$ cat src/rtl/traffic_light_renderer.sv
// Pixel-colour stage for the traffic-light display.
// Turns timing-generator coordinates into 12-bit RGB showing the NS and EW
// lamp heads. Sync is re-aligned to the two-stage colour pipeline.
module traffic_light_renderer #(
   parameter int HEAD_NS_X    = 200,
   parameter int HEAD_EW_X    = 400,
   parameter int HEAD_Y       = 120,
   parameter int LAMP_SIZE    = 40,
   parameter int LAMP_GAP     = 10,
   parameter int HOUSING_PAD  = 8,
   parameter int BLINK_FRAMES = 30
) (
   input  logic        clk,
   input  logic        reset,
   input  logic [9:0]  x,
   input  logic [9:0]  y,
   input  logic        video_on,
   input  logic        hsync_in,
   input  logic        vsync_in,
   input  logic [1:0]  ns_light,
   input  logic [1:0]  ew_light,
   output logic [11:0] rgb,
   output logic        hsync,
   output logic        vsync
);

   localparam int LAMP_STEP = LAMP_SIZE + LAMP_GAP;
   localparam int HEAD_H    = 3 * LAMP_SIZE + 2 * LAMP_GAP;
   localparam logic [10:0] NS_HX    = 11'(HEAD_NS_X);
   localparam logic [10:0] EW_HX    = 11'(HEAD_EW_X);
   localparam logic [10:0] HOUSE_Y0 = 11'(HEAD_Y - HOUSING_PAD);
   localparam logic [10:0] HOUSE_Y1 = 11'(HEAD_Y + HEAD_H + HOUSING_PAD);
   localparam int FC_W = (BLINK_FRAMES > 1) ? $clog2(BLINK_FRAMES) : 1;
   localparam logic [FC_W-1:0] FC_LAST = FC_W'(BLINK_FRAMES - 1);

   function automatic logic in_span(input logic [10:0] v, input logic [10:0] lo,
                                    input logic [10:0] hi);
      return (v >= lo) && (v < hi);
   endfunction

   // bit i set when (px,py) is inside lamp i (0 red, 1 yellow, 2 green)
   function automatic logic [2:0] lamp_hits(input logic [10:0] px, input logic [10:0] py,
                                            input logic [10:0] hx);
      logic [2:0] hits;
      logic       x_in;
      x_in = in_span(px, hx, hx + 11'(LAMP_SIZE));
      for (int i = 0; i < 3; i++) begin
         hits[i] = x_in && in_span(py, 11'(HEAD_Y + i * LAMP_STEP),
                                   11'(HEAD_Y + i * LAMP_STEP + LAMP_SIZE));
      end
      return hits;
   endfunction

   function automatic logic housing_hit(input logic [10:0] px, input logic [10:0] py,
                                        input logic [10:0] hx);
      return in_span(px, hx - 11'(HOUSING_PAD), hx + 11'(LAMP_SIZE + HOUSING_PAD)) &&
             in_span(py, HOUSE_Y0, HOUSE_Y1);
   endfunction

   // one-hot of the lamp that should be lit; flashing yellow follows blink phase
   function automatic logic [2:0] lit_sel(input logic [1:0] st, input logic blink);
      case (st)
         2'b00:   return 3'b001;
         2'b01:   return 3'b010;
         2'b10:   return 3'b100;
         default: return {1'b0, blink, 1'b0};
      endcase
   endfunction

   logic [9:0]      x_q;
   logic            vsync_q;
   logic            pix_tick;
   logic            vsync_fall;
   logic [10:0]     xe;
   logic [10:0]     ye;

   logic            von_s1;
   logic            ns_house_s1;
   logic            ew_house_s1;
   logic [2:0]      ns_lamp_s1;
   logic [2:0]      ew_lamp_s1;
   logic            hs_s1;
   logic            vs_s1;

   logic [1:0]      ns_shadow;
   logic [1:0]      ew_shadow;
   logic [FC_W-1:0] frame_cnt;
   logic            blink_phase;

   logic [2:0]      lamp_any;
   logic [2:0]      lamp_lit;
   logic [11:0]     rgb_d;

   assign xe         = {1'b0, x};
   assign ye         = {1'b0, y};
   assign pix_tick   = (x != x_q);
   assign vsync_fall = vsync_q & ~vsync_in;

   // free-running copies used for pixel-change and frame-start detection
   always_ff @(posedge clk or negedge reset) begin
      if (!reset) begin
         x_q     <= '0;
         vsync_q <= 1'b1;
      end else begin
         x_q     <= x;
         vsync_q <= vsync_in;
      end
   end

   // stage 1: region hits for the current pixel, plus first sync delay
   always_ff @(posedge clk or negedge reset) begin
      if (!reset) begin
         von_s1      <= 1'b0;
         ns_house_s1 <= 1'b0;
         ew_house_s1 <= 1'b0;
         ns_lamp_s1  <= '0;
         ew_lamp_s1  <= '0;
         hs_s1       <= 1'b1;
         vs_s1       <= 1'b1;
      end else if (pix_tick) begin
         von_s1      <= video_on;
         ns_house_s1 <= housing_hit(xe, ye, NS_HX);
         ew_house_s1 <= housing_hit(xe, ye, EW_HX);
         ns_lamp_s1  <= lamp_hits(xe, ye, NS_HX);
         ew_lamp_s1  <= lamp_hits(xe, ye, EW_HX);
         hs_s1       <= hsync_in;
         vs_s1       <= vsync_in;
      end
   end

   // colour selection: blanking, then lamps, then housing, then background
   always_comb begin
      lamp_any = ns_lamp_s1 | ew_lamp_s1;
      lamp_lit = (ns_lamp_s1 & lit_sel(ns_shadow, blink_phase)) |
                 (ew_lamp_s1 & lit_sel(ew_shadow, blink_phase));
      rgb_d    = 12'h000;
      if (!von_s1) begin
         rgb_d = 12'h000;
      end else if (lamp_any[0]) begin
         rgb_d = lamp_lit[0] ? 12'hF00 : 12'h400;
      end else if (lamp_any[1]) begin
         rgb_d = lamp_lit[1] ? 12'hFA0 : 12'h420;
      end else if (lamp_any[2]) begin
         rgb_d = lamp_lit[2] ? 12'h0F0 : 12'h040;
      end else if (ns_house_s1 || ew_house_s1) begin
         rgb_d = 12'h444;
      end
   end

   // stage 2: registered outputs
   always_ff @(posedge clk or negedge reset) begin
      if (!reset) begin
         rgb   <= 12'h000;
         hsync <= 1'b1;
         vsync <= 1'b1;
      end else if (pix_tick) begin
         rgb   <= rgb_d;
         hsync <= hs_s1;
         vsync <= vs_s1;
      end
   end

   // light states latched at frame start so a frame never mixes two states
   always_ff @(posedge clk or negedge reset) begin
      if (!reset) begin
         ns_shadow   <= 2'b00;
         ew_shadow   <= 2'b00;
         frame_cnt   <= '0;
         blink_phase <= 1'b0;
      end else if (vsync_fall) begin
         ns_shadow <= ns_light;
         ew_shadow <= ew_light;
         if (frame_cnt == FC_LAST) begin
            frame_cnt   <= '0;
            blink_phase <= ~blink_phase;
         end else begin
            frame_cnt <= frame_cnt + 1'b1;
         end
      end
   end

endmodule
$ cat config.mk
export PLATFORM = sky130hd
export DESIGN_NAME = traffic_light_renderer
export DESIGN_NICKNAME = d
export VERILOG_FILES = /design/src/rtl/traffic_light_renderer.sv
export SDC_FILE = /design/constraint.sdc
export NUM_CORES = 1
export LEC_CHECK = 0
export ABC_CLOCK_PERIOD_IN_PS = 2000
export BUFFER_PORTS_ARGS = -buffer_cell sky130_fd_sc_hd__buf_4
export CAP_MARGIN = 15
export CELL_PAD_IN_SITES_DETAIL_PLACEMENT = 0
export CELL_PAD_IN_SITES_GLOBAL_PLACEMENT = 1
export CORE_MARGIN = 8
export CORE_UTILIZATION = 42
export DETAILED_ROUTE_END_ITERATION = 10
export GPL_ROUTABILITY_DRIVEN = 0
export PLACE_DENSITY_LB_ADDON = 0.1
export SYNTH_ARGS = -nofsm -noshare
export SYNTH_HDL_FRONTEND = slang
export SYNTH_SLANG_ARGS = --single-unit
$ cat constraint.sdc
create_clock -name clk -period 2 [get_ports clk]
set_input_delay 0.2 -clock clk [delete_from_list [all_inputs] [get_ports clk]]
set_output_delay 0.2 -clock clk [all_outputs]
set_load 0.05 [all_outputs]
==> results of run 1 <==
-- per-layer routing --
layer,part of all wire,global-route usage
met4,0.0055,0.0334
met1,0.46,0.154
met3,0.072,0.0497
met2,0.46,0.188
met5,0,0
-- layout make-up --
class,instances,share of cell area
timing repair buffer,44,0.136
inverter,2,0.00296
clock buffer,6,0.0286
multi-input combinational,135,0.379
clock inverter,2,0.0138
sequential,41,0.406
tap,67,0.0330
-- path summary, 6_finish.rpt --
kind,from,end,slack [ns],cells after the start
setup / recovery,x_q[7]$_DFF_PN0_,hsync$_DFFE_PN1P_,0.19,5
hold / removal,x[1],x_q[1]$_DFF_PN0_,0.02,1
setup reg to reg,x_q[7]$_DFF_PN0_,hsync$_DFFE_PN1P_,0.19,5
hold reg to reg,blink_phase$_DFFE_PN0P_,blink_phase$_DFFE_PN0P_,0.51,1
max in group asynchronous,reset,rgb[2]$_DFFE_PN0P_,1.22,2
min in group asynchronous,reset,x_q[1]$_DFF_PN0_,0.42,2
-- state kept, by name, summed over array words and instances, names as in the netlist, 2 cells and up --
register and cells:
ew_lamp_s1 3, ew_shadow 2, ns_lamp_s1 3, frame_cnt 5, rgb 7, ns_shadow 2
x_q 10
-- per-stage QoR --
| stage | hold slack [ns] | instances |
|---|---|---|
| 2_1_floorplan | -0.0956 | 187 |
| 3_3_place_gp | 0.198 | 288 |
| 3_5_place_dp | 0.207 | 288 |
| 4_1_cts | 0.0168 | 297 |
| 5_1_grt | 0.00524 | 297 |
| 6_report | 0.0249 | 297 |
-- cell usage in the layout (no fill, tap or decap), types with 3 or more instances in the layout --
master	synthesis	final
a31oi_1	3	3
clkbuf_8	0	5
xor2_1	10	10
nor2b_1	4	4
nand4_1	8	8
nand3_1	4	4
mux2_4	10	10
dfstp_2	5	5
dfrtp_1	36	36
nand2_1	23	23
nand3b_1	3	3
mux2_1	3	3
a21oi_1	5	5
nor4_1	3	3
nor2_1	10	10
buf_4	5	42
o31ai_1	4	4
conb_1	1	3
o21ai_0	11	11
-- power by group --
group / internal [mW] / switching [mW]
Combinational: 0.115 / 0.152
Sequential: 0.902 / 0.0683
Clock: 0.370 / 0.270
Total: 1.39 / 0.490
-- worst register-to-register path, cell delays in order (launching register included) --
cell,delay (ns)
dfrtp_1,0.38
xor2_1,0.19
nor4_4,0.35
buf_4,0.20
and3_1,0.27
mux2_1,0.35
-- logic make-up (layout without fill, tap and decap cells) --
kind of cell	Yosys count	after routing	synth area share
buffers and inverters	11	54	0.0335
XOR/XNOR	11	11	0.0468
AND/OR/NAND/NOR	69	69	0.193
AO/OA/AOI/OAI	34	34	0.105
other	1	3	0.00182
adder cells (fa/ha/maj)	2	2	0.0122
multiplexers	16	16	0.105
flip-flops	41	41	0.502
-- what timing repair did --
item	CTS	global route
buffers inserted	0	0
endpoints found under the hold margin	36	0
hold buffers	1	0
==> reports/metrics.cfg, run 1 <==
[job]
drv_cap = 0

[clock_tree]
clockBufferDepth = 2
numCtsBuffers = 5
h-tree-depth = 2
clk_latency_ns = 0.29
cts.sink_count = 41
cts_resized = 0
path_clk_slew_ns = 0.08
cts_tree = built
cts_root_buffer = clkbuf_8

[timing]
timing.final.crit_share = 0.906
tightestPinTransition_ns = 0.501
setup_viol = 0
report.final.slew_viol_count = 0
finClkSkew_ns = 0.0124
setup-tns-final_ns = 0
worst_slack_ns = 0.188
rsz0062_at_grt = false
post-route-min-period_ns = 1.81
max_slew_margin = 0.666
fmax_mhz = 552
hold_violations = 0

[die]
num_rows = 25
io_pins = 43
start_util = 0.435
coreArea_um2 = 4720
design.die.area_um2 = 7390
die_x_um = 86.0
die_h_um = 86.0

[route]
drc_errors = 0
routed_via_density = 5.23
drt-initial-drc-count = 105
vias = 1554
wl_per_cell_um = 14.7
wirelength_um = 4380
first_pass_iters = 4
drt.antenna.violating_nets = 0

[finish]
stdcell_area_um2 = 2540
drive_gt1_frac = 0.317
antenna-diode-count = 0
regArea_um2 = 1030
num-fill-cells = 437
nNetsFinal = 260
postLayoutCoreUtil = 0.538
area_growth_pct = 23.5
multi_input_area_um2 = 963

[global_routing]
grt_max_degree = 42
grt_pass1_vias = 1592
grt_pass1_wl_um = 7320
antenna_found_initial = 0
track_usage = 0.123
gr-total-overflow = 0

[critical_path]
slowest_delay_ns = 0.38
cp_data_arrival_time_ns = 2.03
critPathMaxFanout = 6
startpoint_type = flop
critPathKind = reg -> reg
slowest_stage = dfrtp_1
end_kind = flop
cp_cell_sequence = xor2_1 > nor4_4 > buf_4 > and3_1 > mux2_1
cp.required_ns = 2.22
cp_top_family = simple AND/OR/NAND/NOR gates
path_buf_inv = 1

[place]
dp_hpwl_um = 3340
io_buffers = 38
placed_area_um2 = 2420
pre_cts_slack_ns = 0.179

[synthesis]
synth_cell_type_count = 45
synthTopCellsByArea = dfrtp_1 (44%), mux2_4 (7.3%), dfstp_2 (6.4%)
seq_area_frac_synth = 0.502
async_reset_ff_frac = 1.00
netlist_area_um2 = 2060
synth_cells = 185
ys_ff_latch = 41
synth-main-ff-cell = dfrtp_1
yosys.area.top_type = dfrtp_1
synth_most_common_cell = dfrtp_1
syn-mean-instance-area_um2 = 11.1
yosysTopAreaCellShare = 0.438
synth_commonest_cells = dfrtp_1 (36), nand2_1 (23), o21ai_0 (11)
synth-edff-count = 0
ys.warnings.count = 0

[min_path]
hp-class = in -> reg

[pwr]
vdd_drop_max_uv = 318
power_density_nw_per_um2 = 739
p_leak_nw = 1.17
p_total_mw = 1.88

[outcome]
outcome = finished clean

No activity file was read; power rests on OpenSTA's default activity.
==> inputs of run 2 (changes only) <==
--- a/config.mk
+++ b/config.mk
@@ -13,3 +13,3 @@
 export CORE_MARGIN = 8
-export CORE_UTILIZATION = 42
+export CORE_UTILIZATION = 33
 export DETAILED_ROUTE_END_ITERATION = 10
==> constraint.sdc (replaced) <==
create_clock -name clk -period 2 [get_ports clk]
set_input_delay 0 -clock clk [delete_from_list [all_inputs] [get_ports clk]]
set_output_delay 0 -clock clk [all_outputs]
set_load 0.05 [all_outputs]
==> run 2 against run 1 <==
First-iteration DRC count is 26% lower. Core utilization is 8.5 points lower. Worst setup slack better by 0.0066 ns. Worst hold slack improved by 0.12 ns. Sequential power hardly changed. Combinational power rose by 8.6%. Critical endpoint is now rgb[6]$_DFFE_PN0P_. Highest routed layer unchanged.
==> reports/metrics.cfg, run 2 (synthesized netlist as in run 1, its figures left out) <==
[finish]
reg.largest.list = x_q (10), rgb (7), frame_cnt (5)
antenna-diode-count = 0  ; unchanged
regMostFlops = x_q
multi_input_area_um2 = 963  ; unchanged
area_growth_pct = 31.9
largest_register_ffs = 10  ; unchanged
instances_no_fill = 321  ; +8.1%
nNetsFinal = 276  ; +6.2%
postLayoutCoreUtil = 0.453  ; -0.0849
final_cell_mix = buf_4 (42), dfrtp_1 (36), nand2_1 (23)
drive_gt1_frac = 0.297  ; -0.0206
num-fill-cells = 578  ; +32%
final_common_cell = buf_4
regArea_um2 = 1030  ; unchanged

[timing]
finClkSkew_ns = 0.00712  ; -0.00525 ns
hold_violations = 0  ; unchanged
max_slew_margin = 0.658  ; -0.00858
report.final.slew_viol_count = 0  ; unchanged
fmax_mhz = 554  ; +0.37%
worst_slack_ns = 0.195  ; +0.00665 ns
timing.final.crit_share = 0.903  ; -0.00332
rsz0062_at_grt = false
tightestPinTransition_ns = 0.514  ; +0.0129 ns
setup_viol = 0  ; unchanged
post-route-min-period_ns = 1.81  ; -0.00665 ns
setup-tns-final_ns = 0  ; unchanged
fin_hold_ws_ns = 0.140  ; +0.115 ns

[pwr]
p_leak_nw = 1.23  ; +5.2%
vdd_drop_max_uv = 307  ; -3.4%
power_density_nw_per_um2 = 718  ; -2.8%

[outcome]
outcome = finished clean

[route]
wl_per_cell_um = 14.3  ; -2.9%
drc_errors = 0  ; unchanged
drt.antenna.violating_nets = 0  ; unchanged
wirelength_um = 4590  ; +5.0%
drt-initial-drc-count = 78  ; -26%
first_pass_iters = 4  ; unchanged
vias = 1584  ; +1.9%
routed_via_density = 4.93  ; -5.7%

[critical_path]
critPathMaxFanout = 12  ; +6
slowest_delay_ns = 0.48  ; +0.10 ns
cp.required_ns = 2.17  ; -0.05 ns
path_buf_inv = 1  ; unchanged
cp_cell_sequence = xor2_1 > nor4_4 > nand3_2 > buf_4 > mux2_4
cp_top_family = simple AND/OR/NAND/NOR gates
cp_data_arrival_time_ns = 1.98  ; -0.05 ns
startpoint_type = flop
critPathKind = reg -> reg
end_kind = flop
slowest_stage = nor4_4

[global_routing]
met3_usage = 0.0310  ; -0.0187
grt_pass1_vias = 1643  ; +3.2%
gr-total-overflow = 0  ; unchanged
grt_use_met1 = 0.132  ; -0.0220
top_usage_layer = met2
track_usage = 0.107  ; -0.0153
grt_max_degree = 42  ; unchanged
grtUsageMet2 = 0.174  ; -0.0139
grt_pass1_wl_um = 7730  ; +5.7%
antenna_found_initial = 0  ; unchanged

[clock_tree]
cts_tree = built
cts.sink_count = 41  ; unchanged
cts_resized = 0  ; unchanged
cts_root_buffer = clkbuf_8
clk_latency_ns = 0.29  ; about the same
clockBufferDepth = 2  ; unchanged
numCtsBuffers = 5  ; unchanged
path_clk_slew_ns = 0.08  ; about the same
cts_setup_buffers = 0  ; unchanged
h-tree-depth = 2  ; unchanged

[job]
drv_cap = 0  ; unchanged

[min_path]
hp-class = in -> reg

[place]
io_buffers = 38  ; unchanged
placed_cells = 295  ; +2.4%
pre_cts_slack_ns = 0.197  ; +0.0181 ns
dp_hpwl_um = 3400  ; +1.7%

[die]
die_x_um = 95.0  ; +10%
design.die.area_um2 = 9020  ; +22%
coreArea_um2 = 5990  ; +27%
start_util = 0.343  ; -0.0921
num_rows = 28  ; +12%
io_pins = 43  ; unchanged
die_h_um = 95.0  ; +10%

## run 2: layer usage
layer / share of wire / vias to the layer above
met4: 0.012 / 0
li1: - / 784
met2: 0.47 / 32
met1: 0.46 / 764
met3: 0.052 / 4
met5: 0 / -
## run 2: final cells by class
cell class	instances	area share
Clock buffer	6	0.0304
Inverter	2	0.00277
Clock inverter	2	0.0138
Tap cell	75	0.0346
Timing Repair Buffer	60	0.183
Multi-Input combinational cell	135	0.355
Sequential cell	41	0.381
## run 2: through the flow
stage / total power, mW / area [µm²]
detailed placement: 1.25 / 2410
CTS: 1.98 / 2710
global route: 2.05 / 2710
finish: 1.95 / 2710
floorplan: 1.13 / 2060
global placement: 1.23 / 2410
## run 2: final timing paths
check	startpoint	end	slack [ns]	cells after the start
worst max-delay path	x_q[7]$_DFF_PN0_	rgb[6]$_DFFE_PN0P_	0.19	5
worst min-delay path	y[8]	ns_lamp_s1[0]$_DFFE_PN0P_	0.14	3
worst max register to register	x_q[7]$_DFF_PN0_	rgb[6]$_DFFE_PN0P_	0.19	5
worst min register to register	frame_cnt[4]$_DFFE_PN0P_	frame_cnt[4]$_DFFE_PN0P_	0.49	1
max in group asynchronous	reset	vsync_q$_DFF_PN1_	1.41	2
min in group asynchronous	reset	x_q[2]$_DFF_PN0_	0.22	2
## run 2: worst min-delay path: stages
cell and delay (ns):
buf_4 0.09, nor4_1 0.04, mux2_4 0.25
## run 2: what timing repair did
action | CTS | global route
hold endpoints to repair | 54 | 0
endpoints found under the setup margin | 0 | 0
hold buffers | 18 | 0
## run 2: power breakdown
part           internal (mW)  leakage (nW)  switching, mW
Combinational          0.137         0.656          0.153
Sequential             0.902         0.517         0.0656
Clock                  0.406        0.0574          0.284
